===== config.mk =====
export PLATFORM = sky130hd
export DESIGN_NAME = disp7seg_scan_ctrl
export DESIGN_NICKNAME = d
export VERILOG_FILES = /design/src/rtl/disp7seg_scan_ctrl.sv
export SDC_FILE = /design/constraint.sdc
export NUM_CORES = 1
export LEC_CHECK = 0
export ABC_CLOCK_PERIOD_IN_PS = 2800
export CAP_MARGIN = 20
export CORE_AREA = 10 10 116 66
export CTS_BUF_LIST = sky130_fd_sc_hd__clkbuf_4
export CTS_CLUSTER_DIAMETER = 50
export CTS_CLUSTER_SIZE = 8
export DETAILED_ROUTE_END_ITERATION = 10
export DIE_AREA = 0 0 126 76
export PLACE_DENSITY = 0.79
export SLEW_MARGIN = 20
export SYNTH_ARGS = -nofsm -noshare
export SYNTH_HDL_FRONTEND = slang
export SYNTH_SLANG_ARGS = --single-unit

===== constraint.sdc =====
create_clock -name clk -period 2.8 [get_ports clk]
set_input_delay 0.28 -clock clk [delete_from_list [all_inputs] [get_ports clk]]
set_output_delay 0.28 -clock clk [all_outputs]
set_load 0.02 [all_outputs]

===== src/rtl/disp7seg_scan_ctrl.sv =====
// ---------------------------------------------------------------------------
// disp7seg_scan_ctrl
//
// Time-multiplexing scan controller for a bank of NDIG 7-segment digits that
// share one disp7seg decoder. One digit slot is active at a time: the slot's
// 4-bit code is presented on hex_code and the digit is selected on dig_en
// after a short all-off guard interval that suppresses ghosting. New display
// values arrive over a valid/ready handshake and are committed only at frame
// boundaries, so a frame never mixes old and new digits.
//
// Parameters
//   NDIG      number of digits scanned (>=1), digit 0 = least significant
//   PRESCALE  clk cycles per digit slot (>=2)
//   GUARD     cycles at slot start with dig_en=0 (1 <= GUARD < PRESCALE)
//
// Ports
//   clk         in   system clock, rising edge
//   rst_n       in   asynchronous active-low reset
//   enable      in   scan enable; 0 = display dark, counters held at 0
//   lz_en       in   leading-zero blanking enable
//   load_valid  in   host offers a new value on load_data
//   load_data   in   digit codes, [4k+3:4k] = digit k
//   load_ready  out  controller can accept load_data
//   hex_code    out  code for the shared disp7seg decoder
//   dig_en      out  one-hot, active-high digit select
//   frame_tick  out  1-cycle pulse on the last cycle of the last slot
// ---------------------------------------------------------------------------
module disp7seg_scan_ctrl #(
  parameter int NDIG     = 4,
  parameter int PRESCALE = 50000,
  parameter int GUARD    = 500
) (
  input  logic              clk,
  input  logic              rst_n,
  input  logic              enable,
  input  logic              lz_en,
  input  logic              load_valid,
  input  logic [4*NDIG-1:0] load_data,
  output logic              load_ready,
  output logic [3:0]        hex_code,
  output logic [NDIG-1:0]   dig_en,
  output logic              frame_tick
);

  localparam int PW = (PRESCALE > 1) ? $clog2(PRESCALE) : 1;
  localparam int DW = (NDIG > 1) ? $clog2(NDIG) : 1;

  localparam logic [PW-1:0] PCNT_MAX  = PW'(PRESCALE - 1);
  localparam logic [PW-1:0] GUARD_END = PW'(GUARD);
  localparam logic [PW-1:0] PCNT_ONE  = PW'(1);
  localparam logic [DW-1:0] DIG_MAX   = DW'(NDIG - 1);

  typedef enum logic [1:0] {
    ST_OFF,
    ST_GUARD,
    ST_ON
  } slot_state_e;

  slot_state_e         state_q, state_d;
  logic [PW-1:0]       pcnt_q, pcnt_d;
  logic [DW-1:0]       dig_q, dig_d;
  logic [4*NDIG-1:0]   active_q, active_d;
  logic [4*NDIG-1:0]   pending_q, pending_d;
  logic                load_ready_q, load_ready_d;
  logic [3:0]          hex_code_q, hex_code_d;
  logic [NDIG-1:0]     dig_en_q, dig_en_d;
  logic                frame_tick_q, frame_tick_d;
  logic [NDIG-1:0]     blank;

  // Next-state logic. Every registered output is computed from the next
  // counter/active values so that outputs line up with the counter state
  // they describe (hex_code changes on the same edge as dig).
  always_comb begin
    logic zero_above;

    state_d      = state_q;
    pcnt_d       = pcnt_q;
    dig_d        = dig_q;
    active_d     = active_q;
    pending_d    = pending_q;
    load_ready_d = load_ready_q;
    hex_code_d   = 4'h0;
    dig_en_d     = '0;
    frame_tick_d = 1'b0;
    blank        = '0;
    zero_above   = 1'b1;

    // A pending value (load_ready low) commits on the edge after frame_tick,
    // or immediately when scanning is disabled. A transfer and a commit can
    // never coincide because they require opposite load_ready states, so a
    // transfer during the frame_tick cycle waits for the next frame end.
    if (!load_ready_q && (!enable || frame_tick_q)) begin
      active_d     = pending_q;
      load_ready_d = 1'b1;
    end
    if (load_ready_q && load_valid) begin
      pending_d    = load_data;
      load_ready_d = 1'b0;
    end

    if (!enable) begin
      pcnt_d = '0;
      dig_d  = '0;
    end else if (pcnt_q == PCNT_MAX) begin
      pcnt_d = '0;
      dig_d  = (dig_q == DIG_MAX) ? '0 : dig_q + 1'b1;
    end else begin
      pcnt_d = pcnt_q + 1'b1;
    end

    // Slot FSM: leaving OFF lands on pcnt=1, which is already past the guard
    // when GUARD is 1.
    if (!enable) begin
      state_d = ST_OFF;
    end else begin
      case (state_q)
        ST_OFF:   state_d = (PCNT_ONE >= GUARD_END) ? ST_ON : ST_GUARD;
        ST_GUARD: state_d = (pcnt_d == GUARD_END) ? ST_ON : ST_GUARD;
        ST_ON:    state_d = (pcnt_d == '0) ? ST_GUARD : ST_ON;
        default:  state_d = ST_OFF;
      endcase
    end

    // Digit k is blanked when it and every digit above it are zero; the scan
    // runs from the top so zero_above carries that condition downwards.
    for (int k = NDIG - 1; k >= 0; k--) begin
      zero_above = zero_above && (active_d[4*k +: 4] == 4'h0);
      blank[k]   = lz_en && (k != 0) && zero_above;
    end

    for (int k = 0; k < NDIG; k++) begin
      if (dig_d == DW'(k)) begin
        hex_code_d  = active_d[4*k +: 4];
        dig_en_d[k] = (state_d == ST_ON) && !blank[k];
      end
    end

    frame_tick_d = enable && (pcnt_d == PCNT_MAX) && (dig_d == DIG_MAX);
  end

  always_ff @(posedge clk or negedge rst_n) begin
    if (!rst_n) begin
      state_q      <= ST_OFF;
      pcnt_q       <= '0;
      dig_q        <= '0;
      active_q     <= '0;
      pending_q    <= '0;
      load_ready_q <= 1'b1;
      hex_code_q   <= 4'h0;
      dig_en_q     <= '0;
      frame_tick_q <= 1'b0;
    end else begin
      state_q      <= state_d;
      pcnt_q       <= pcnt_d;
      dig_q        <= dig_d;
      active_q     <= active_d;
      pending_q    <= pending_d;
      load_ready_q <= load_ready_d;
      hex_code_q   <= hex_code_d;
      dig_en_q     <= dig_en_d;
      frame_tick_q <= frame_tick_d;
    end
  end

  assign load_ready = load_ready_q;
  assign hex_code   = hex_code_q;
  assign dig_en     = dig_en_q;
  assign frame_tick = frame_tick_q;

endmodule


==> run summary, run 1 <==
Most frequent cells in the layout = 61 x dfrtp_1, 30 x mux2_2, 29 x clkdlybuf4s50_1
Detail Route Antenna Nets = 0
GR Util met2 = 18.6%
Final WS setup = 0.257 ns
Post-Syn Instances = 277
Clock skew = 0.0167 ns
Cts bufs inserted = 9
Final period util = 90.8%
Worst Max-Slew Pin Slew = 0.773 ns
Fin crit period = 2.54 ns
Dpl cell area = 3500 um2
P_sw = 0.000636 W
Mapped Area = 3190 um2
Comb pwr share = 21.8%
Reg2reg start = pcnt_q[0]$_DFF_PN0_
Post-synth cell types = 57
Peak VDD IR = 395 uV
Internal = 0.00160 W
RSZ-0062 raised after global routing = false
Die H = 76 um
I/O Pins = 31
Crit path kind = reg2reg
Root Driver = clkbuf_4
Clock Latency Late Sink = 0.42 ns
Core Area = 5760 um2
Fin. Hold Viols = 0
Gr busiest metal = met1
Vias in the first global route = 2,178
First drt pass iteration count = 5
Hold Path Class = in2async
Ys Warns = 0
Crit path cell chain = ha_2, nand3_2, nor4_1, xnor2_1, and4_1, nand4_2, a211oi_1
Port bufs = 30
Buf/Inv on CP = 0
CP peak stage delay = 0.52 ns
Power per standard cell area = 616 nW/um2
Die X-Extent = 126 um
Filler Cells Inserted = 475
Pin count of the biggest net entering global routing = 33
Top_reg_cell synth = dfrtp_1
Clock share of power = 25.9%
Layout cells sized above 1 = 23.1%
Reg clk slew, reported paths = 0.11 ns
Maxcap violations = 0
Seq/Total Area, Yosys = 48.6%
Grt met3 use = 5.63%
Post-CTS setup buffer count = 0
Count of antenna diodes in the layout = 0
Via count = 2,264
Final Setup Violations = 0
Critical Path Source = pcnt_q[0]$_DFF_PN0_
Critical path peak fanout = 12
Most common cell after layout, fill and taps aside = dfrtp_1
Vias per inst = 5.82
Initial antenna violation count = 0
LEAKAGE = 1.50 nW
Gpl congestion = 0.986
Place WS = 0.268 ns
Wire length per cell = 18.9 um
Clock Path Buffers = 2
Outcome = finished clean
Area of the die = 9580 um2
DRT Wirelength = 7360 um
CTS tree = built
Global-route wire length before repair = 12,100 um
CP Launch Type = flip-flop
Row count = 20
Crit-path leading delay family = simple AND/OR/NAND/NOR gates
Slew HR = 48.5%
Area grow syn2layout = 13.9%
Mean Syn Cell Area = 11.5 um2
CP endpoint kind = flip-flop
Setup TNS Final = 0 ns
Slowest stage cell, crit path = dfrtp_1
Switching Share = 28.4%
Initial Util = 55.5%
Crit path DAT = 2.85 ns
Slew Limit Fails = 0
Nets@finish = 331
H-tree levels = 3
Syn_nets = 300
Dpl hpwl = 5510 um
Post-route cell area = 3640 um2
Synth Register Bits = 62
Fmax = 393 MHz
Sequential group share of total power = 52.3%
Number of synthesized flops with an enable pin = 0
CP Data Required Time = 3.10 ns
Overall routing resource usage = 15.8%
Grt ovf = 0
Num Clock Sinks = 62
Ys async rst share = 100%
Met1 Use GR = 24.8%
Post-route DRC = 0
First DRT Iteration DRCs = 282
[area by class of cell]
| type | count | area [um2] | area share (%) |
|---|---|---|---|
| clock buffers | 10 | 75.1 | 2.06 |
| multi-input cells | 191 | 1470 | 40.5 |
| flip-flops and latches | 62 | 1550 | 42.7 |
| inverters | 7 | 26.3 | 0.723 |
| well taps | 77 | 96.3 | 2.65 |
| clock inverters | 5 | 51.3 | 1.41 |
| repair buffers | 37 | 363 | 9.98 |
[synth_stat cells (2+ instances only)]
library cell  instances  area [um2]
nor4bb_1              2        20.0
o21ai_0               8        40.0
a21oi_1               6        30.0
inv_1                 6        22.5
nand2b_1              2        12.5
dfrtp_1              61        1530
and3_1                3        18.8
mux2i_1              10         100
buf_6                 5        56.3
nor3_1               11        55.1
and4b_1               3        30.0
buf_2                 5        25.0
clkbuf_1              2        7.51
ha_1                  2        25.0
o31a_1                2        17.5
nor4_2                2        25.0
and2_1                3        18.8
a31oi_1               2        12.5
nor4b_1               2        17.5
or4_1                 3        22.5
clkbuf_8              3        41.3
buf_4                 2        15.0
nor4_1                5        31.3
or3_1                 2        12.5
a31o_2                2        17.5
nand3_1               4        20.0
nand4_1               4        25.0
nand2_1              14        52.6
or2_2                 2        12.5
and4_1                3        26.3
o2111ai_1             2        17.5
xnor2_1              11        96.3
o31ai_1               2        15.0
nor2_1               23        86.3
a211oi_1              3        22.5
nor4_4                2        42.5
nor2b_1               2        12.5
mux2_2               30         338
xor2_1                3        26.3
[power by group through the flow]
stage          clock network, W  logic (W)  registers, W
2_1_floorplan                 0   0.000278       0.00119
3_3_place_gp                  0   0.000472       0.00118
3_5_place_dp                  0   0.000488       0.00119
4_1_cts                0.000598   0.000492       0.00117
5_1_grt                0.000642   0.000533       0.00120
6_report               0.000580   0.000487       0.00117
[flip-flops by register name, indices dropped and copies added (netlist names)]
register / flops
load_ready: 1
hex_code: 4
pcnt_q: 16
pending_q: 16
dig_en: 4
frame_tick: 1
state_q: 2
dig_q: 2
active_q: 16
[per-layer routing]
metal  up-vias  wire, um
met5         -         0
met4         0        95
met3         8       696
met2        96      2750
met1      1078      3820
li1       1082         -
[what timing repair did]
item                       4_1_cts  5_1_grt
setup endpoints to repair        0        1
hold buffers                     1        0
gates resized for setup          0        1
hold endpoints to repair        30        0
[worst paths after layout]
check / slack (ns) / to / cells after the start
setup reg to reg: 0.26 / dig_en[0]$_DFF_PN0_ / 7
max in group asynchronous: 1.62 / load_ready$_DFFE_PN1P_ / 3
setup / recovery: 0.26 / dig_en[0]$_DFF_PN0_ / 7
hold reg to reg: 0.51 / active_q[1]$_DFF_PN0_ / 1
hold / removal: 0.47 / pcnt_q[8]$_DFF_PN0_ / 2
min in group clk: 0.48 / pending_q[15]$_DFFE_PN0P_ / 2
[logic make-up after synthesis]
kind of cell | after synthesis | share of synthesized area (%)
AOI/OAI and AO/OA | 34 | 7.29
xor gates and xnor gates | 14 | 3.84
adders and majority gates | 2 | 0.784
buffers and inverters | 24 | 5.37
DFF | 62 | 48.6
muxes | 40 | 13.7
and+or+nand+nor | 101 | 20.4
[through the flow]
| stage | total power (W) | hold WS (ns) | util [%] | std cells |
|---|---|---|---|---|
| floorplan | 0.00147 | -0.0156 | - | 277 |
| detailed placement | 0.00168 | 0.381 | 60.8 | 373 |
| finish | 0.00224 | 0.466 | 63.2 | 389 |
| global placement | 0.00165 | 0.384 | 60.8 | 373 |
| global route | 0.00237 | 0.438 | 63.2 | 389 |
| CTS | 0.00226 | 0.448 | 63.1 | 389 |
(Power assumes the default switching activity.)
==> inputs of run 2 (changes only) <==
SETUP_SLACK_MARGIN = 0.15   (was default)
==> run 2 against run 1 <==
Net effect: clock skew rose by 0.0017 ns; via count grew 1.4%; sequential share of layout area shrank 0.093 points; count of clock-buffer cells in the layout is the same; maximum frequency up 2.8%; non-clock buffer count stayed put; cell area rose by 0.38%; largest power group unchanged.
==> run summary, run 2 (same netlist as run 1, synthesis figures left out) <==
Biggest regs = active_q x16, pcnt_q x16, pending_q x16
Slowest stage cell, crit path = or4_1
Clock Path Buffers = 2
Peak VDD IR = 395 uV
Area of the die = 9580 um2
Grt ovf = 0
Num Clock Sinks = 62
RSZ-0062 raised after global routing = false
Fin crit period = 2.47 ns
Fin. Hold Viols = 0
CP endpoint kind = flip-flop
Via count = 2,295
Filler Cells Inserted = 473
Hold Path Class = in2async
I/O Pins = 31
Post-CTS setup buffer count = 0
Critical path peak fanout = 12
Maxcap violations = 0
Layout cells sized above 1 = 24.4%
Clock Latency Late Sink = 0.42 ns
Final Util = 63.4%
Reg clk slew, reported paths = 0.11 ns
Pin count of the biggest net entering global routing = 33
Slew Limit Fails = 0
Setup TNS Final = 0 ns
Power per standard cell area = 614 nW/um2
Wire length per cell = 19.1 um
Vias per inst = 5.90
Root Driver = clkbuf_4
CP Data Required Time = 3.08 ns
Clock skew = 0.0184 ns
CP Launch Type = flip-flop
Row count = 20
Vias in the first global route = 2,178
Worst Max-Slew Pin Slew = 0.771 ns
Dpl hpwl = 5510 um
Final period util = 88.4%
H-tree levels = 3
Crit path kind = reg2reg
First drt pass iteration count = 4
Count of antenna diodes in the layout = 0
Nets@finish = 331
Global-route wire length before repair = 12,100 um
Final Setup Violations = 0
R2R depth = 7
Core Area = 5760 um2
CTS tree = built
Overall routing resource usage = 15.8%
Die X-Extent = 126 um
Port bufs = 30
LEAKAGE = 1.50 nW
Die H = 76 um
Detail Route Antenna Nets = 0
Fmax = 404 MHz
Area grow syn2layout = 14.3%
Gpl congestion = 0.986
Slew HR = 48.6%
Initial antenna violation count = 0
CP peak stage delay = 0.57 ns
Cts bufs inserted = 9
Most common cell after layout, fill and taps aside = dfrtp_1
Outcome = finished clean
Post-route DRC = 0
Worst R2R End = dig_en[0]$_DFF_PN0_
R2R setup slack = 0.33 ns
Most frequent cells in the layout = 59 x dfrtp_1, 30 x mux2_2, 29 x clkdlybuf4s50_1
Reg2reg start = pcnt_q[1]$_DFF_PN0_
DRT Wirelength = 7420 um
Initial Util = 55.5%
Crit path cell chain = ha_2, nand3_2, or4_1, a21oi_1, nand4b_1, o21ai_1, a211oi_2
First DRT Iteration DRCs = 240
Crit path DAT = 2.75 ns
run 2: changes by cell type in the layout (fill, tap and decap cells not counted):
| cell | delta |
|---|---|
| dfrtp_1 | -2 |
| nor4_2 | +1 |
| nor4_1 | -1 |
| a211oi_2 | +1 |
| dfrtp_2 | +2 |
| a211oi_1 | -1 |
run 2: final cells by class:
| type | instances | area [um2] | area share [%] |
|---|---|---|---|
| Sequential cell | 62 | 1560 | 42.6 |
| Multi-Input combinational cell | 191 | 1480 | 40.6 |
| Timing Repair Buffer | 37 | 363 | 9.94 |
| Tap cell | 77 | 96.3 | 2.64 |
| Clock buffer | 10 | 75.1 | 2.06 |
| Clock inverter | 5 | 51.3 | 1.41 |
| Inverter | 7 | 26.3 | 0.720 |
run 2: metal layers:
| metal | track usage (%) | up-vias | share of wire, % |
|---|---|---|---|
| met2 | 18.6 | 86 | 37 |
| met3 | 5.63 | 8 | 8.6 |
| met5 | 0 | - | 0 |
| met1 | 24.8 | 1119 | 53 |
| met4 | 5.09 | 0 | 1.3 |
| li1 | - | 1082 | - |
run 2: power by group:
group          switching [W]  leakage, nW  internal, W
sequential         0.0000952        0.775      0.00108
combinational       0.000232        0.651     0.000255
clock               0.000310       0.0697     0.000271
total               0.000637         1.50      0.00160
run 2: critical path: cells and delay by family (launching register included):
kind	cells	cell delay, ns
AOI/OAI and AO/OA	3	0.63
adders and majority gates	1	0.31
DFF	1	0.47
and+or+nand+nor	3	0.92
run 2: through the flow:
stage                     hold slack, ns  std cells  power (W)  worst slack, ns  area, um2
after floorplan                  -0.0156        277    0.00147            0.661       3190
after global placement             0.384        373    0.00165            0.368       3500
after detailed placement           0.381        373    0.00168            0.268       3500
after CTS                          0.448        389    0.00226            0.245       3630
after global routing               0.438        389    0.00237            0.179       3650
final                              0.463        389    0.00224            0.325       3650
run 2: timing repair:
action,in CTS,in global routing
gates resized for setup,0,5
hold endpoints to repair,30,0
endpoints found under the setup margin,0,4
hold buffers,1,0
run 2: worst max-delay path by stage:
stage | from | endpoint | slack [ns] | cells past startpoint
6_report | pcnt_q[1]$_DFF_PN0_ | dig_en[0]$_DFF_PN0_ | 0.33 | 7
2_1_floorplan | pcnt_q[0]$_DFF_PN0_ | hex_code[1]$_DFF_PN0_ | 0.66 | 8
3_3_place_gp | pcnt_q[0]$_DFF_PN0_ | dig_en[2]$_DFF_PN0_ | 0.37 | 6
4_1_cts | pcnt_q[0]$_DFF_PN0_ | dig_en[0]$_DFF_PN0_ | 0.24 | 7
3_5_place_dp | pcnt_q[0]$_DFF_PN0_ | dig_en[0]$_DFF_PN0_ | 0.27 | 7
5_1_grt | pcnt_q[1]$_DFF_PN0_ | dig_en[0]$_DFF_PN0_ | 0.18 | 7
==> inputs of run 3 (changes only) <==
CELL_PAD_IN_SITES_DETAIL_PLACEMENT = 1   (was default)
CELL_PAD_IN_SITES_GLOBAL_PLACEMENT = 2   (was default)
CORE_AREA = 4 4 132 71   (was 10 10 116 66)
DIE_AREA = 0 0 136 75   (was 0 0 126 76)
PLACE_DENSITY = default   (was 0.79)
PLACE_DENSITY_LB_ADDON = 0.1   (was default)
==> run 3 against run 2 <==
Net effect: setup slack got worse by 0.024 ns; combinational power barely moved; via count rose by 0.17%; flip-flop and latch count did not move; sequential share of layout area fell by 0.62 points; cell area rose by 1.5%; clock skew fell by 0.0053 ns; critical endpoint is now dig_en[1]$_DFF_PN0_.
==> run summary, run 3 (same netlist as run 1, synthesis figures left out) <==
Clock Latency Late Sink = 0.42 ns
Detail Route Antenna Nets = 0
Num Clock Sinks = 62
Core Area = 8320 um2
First drt pass iteration count = 4
Worst Max-Slew Pin Slew = 0.808 ns
Clock Path Buffers = 2
CTS tree = built
Cells on Worst Hold Path = 2
Vias in the first global route = 2,319
Most frequent cells in the layout = 59 x dfrtp_1, 30 x mux2_2, 29 x clkdlybuf4s50_1
Reg clk slew, reported paths = 0.11 ns
Slowest stage cell, crit path = dfrtp_2
Clock skew = 0.0131 ns
Area grow syn2layout = 16.0%
H-tree levels = 3
Layout cells sized above 1 = 24.4%
I/O Pins = 31
Critical path peak fanout = 12
RSZ-0062 raised after global routing = false
Final period util = 89.2%
CP Data Required Time = 3.10 ns
Maxcap violations = 0
First DRT Iteration DRCs = 120
Dpl hpwl = 6340 um
CP peak stage delay = 0.48 ns
Die X-Extent = 136 um
Crit path kind = reg2reg
Pin count of the biggest net entering global routing = 35
CP endpoint kind = flip-flop
Count of antenna diodes in the layout = 0
Setup TNS Final = 0 ns
Port bufs = 30
LEAKAGE = 1.50 nW
Cts bufs inserted = 9
Place WS = 0.198 ns
Wire length per cell = 19.4 um
Initial Util = 38.4%
R2R depth = 7
Final Setup Violations = 0
Peak VDD IR = 273 uV
CP Launch Type = flip-flop
Gpl congestion = 0.801
Overall routing resource usage = 17.7%
Most common cell after layout, fill and taps aside = dfrtp_1
Slew Limit Fails = 0
Area of the die = 10,200 um2
Post-route DRC = 0
Final WS setup = 0.302 ns
Slew HR = 46.1%
Post-CTS setup buffer count = 0
Row count = 24
Die H = 75 um
Fmax = 400 MHz
Grt ovf = 0
Nets@finish = 333
Fin crit period = 2.50 ns
Initial antenna violation count = 0
Root Driver = clkbuf_4
Fin. Hold Viols = 0
Global-route wire length before repair = 13,300 um
Outcome = finished clean
Crit path cell chain = ha_2, nand3_2, nor4_2, xnor2_1, and4_1, nand4_2, a211oi_1
DRT Wirelength = 8400 um
Crit path DAT = 2.80 ns
Via count = 2,299
Hold Path Class = in2reg
Biggest regs = active_q x16, pcnt_q x16, pending_q x16
Power per standard cell area = 613 nW/um2
Vias per inst = 5.32
==> run 3: changes by cell type in the layout (fill, tap and decap cells not counted), sizes merged <==
| cell | before | now |
|---|---|---|
| clkbuf | 10 | 11 |
| buf | 7 | 9 |
==> run 3: area by class of cell <==
| class | count | area, um2 |
|---|---|---|
| fillers | 896 | 4610 |
| multi-input cells | 191 | 1480 |
| clock inverters | 5 | 50.0 |
| clock buffers | 11 | 82.6 |
| flip-flops and latches | 62 | 1560 |
| well taps | 117 | 146 |
| repair buffers | 39 | 365 |
| inverters | 7 | 26.3 |
==> run 3: metrics by stage <==
| stage | total power, W | util, % | cell area, um2 | cells | hold WS (ns) |
|---|---|---|---|---|---|
| final | 0.00227 | 44.5 | 3700 | 432 | 0.470 |
| after global routing | 0.00241 | 44.5 | 3700 | 432 | 0.440 |
| after CTS | 0.00230 | 44.4 | 3690 | 432 | 0.438 |
| after detailed placement | 0.00168 | 42.7 | 3550 | 415 | 0.418 |
| after global placement | 0.00166 | 42.7 | 3550 | 415 | 0.419 |
| after floorplan | 0.00147 | - | 3190 | 277 | -0.0156 |
==> run 3: worst max-delay path: cells and delay by family, from the launching register on <==
kind,cells,cell delay [ns]
flip-flops,1,0.48
adder cells (fa/ha/maj),1,0.28
AND/OR/NAND/NOR,4,1.10
XOR/XNOR,1,0.22
AO/OA/AOI/OAI,1,0.31
==> run 3: final timing paths <==
kind	to	start	slack (ns)
worst max-delay path	dig_en[1]$_DFF_PN0_	pcnt_q[0]$_DFF_PN0_	0.30
worst min-delay path	pending_q[2]$_DFFE_PN0P_	load_data[2]	0.47
worst max register to register	dig_en[1]$_DFF_PN0_	pcnt_q[0]$_DFF_PN0_	0.30
worst min register to register	active_q[3]$_DFF_PN0_	active_q[3]$_DFF_PN0_	0.52
max in group asynchronous	pending_q[3]$_DFFE_PN0P_	rst_n	1.57
min in group asynchronous	active_q[11]$_DFF_PN0_	rst_n	0.49
==> run 3: where the power goes <==
group	switching (W)	internal [W]	leakage (nW)
sequential	0.0000988	0.00108	0.775
clock	0.000322	0.000285	0.0719
combinational	0.000233	0.000254	0.655
==> run 3: routing by layer <==
metal	track usage [%]	share of wire (%)	wire (um)
met2	21.3	37	3070
met5	0	0	0
met3	5.47	4.7	398
met4	5.81	1.3	110
met1	28.6	57	4820
==> run 3: what timing repair did <==
item                       in CTS  in global routing
setup endpoints to repair       0                  7
hold endpoints to repair       31                  0
hold buffers                    1                  0
resized for setup               0                  4
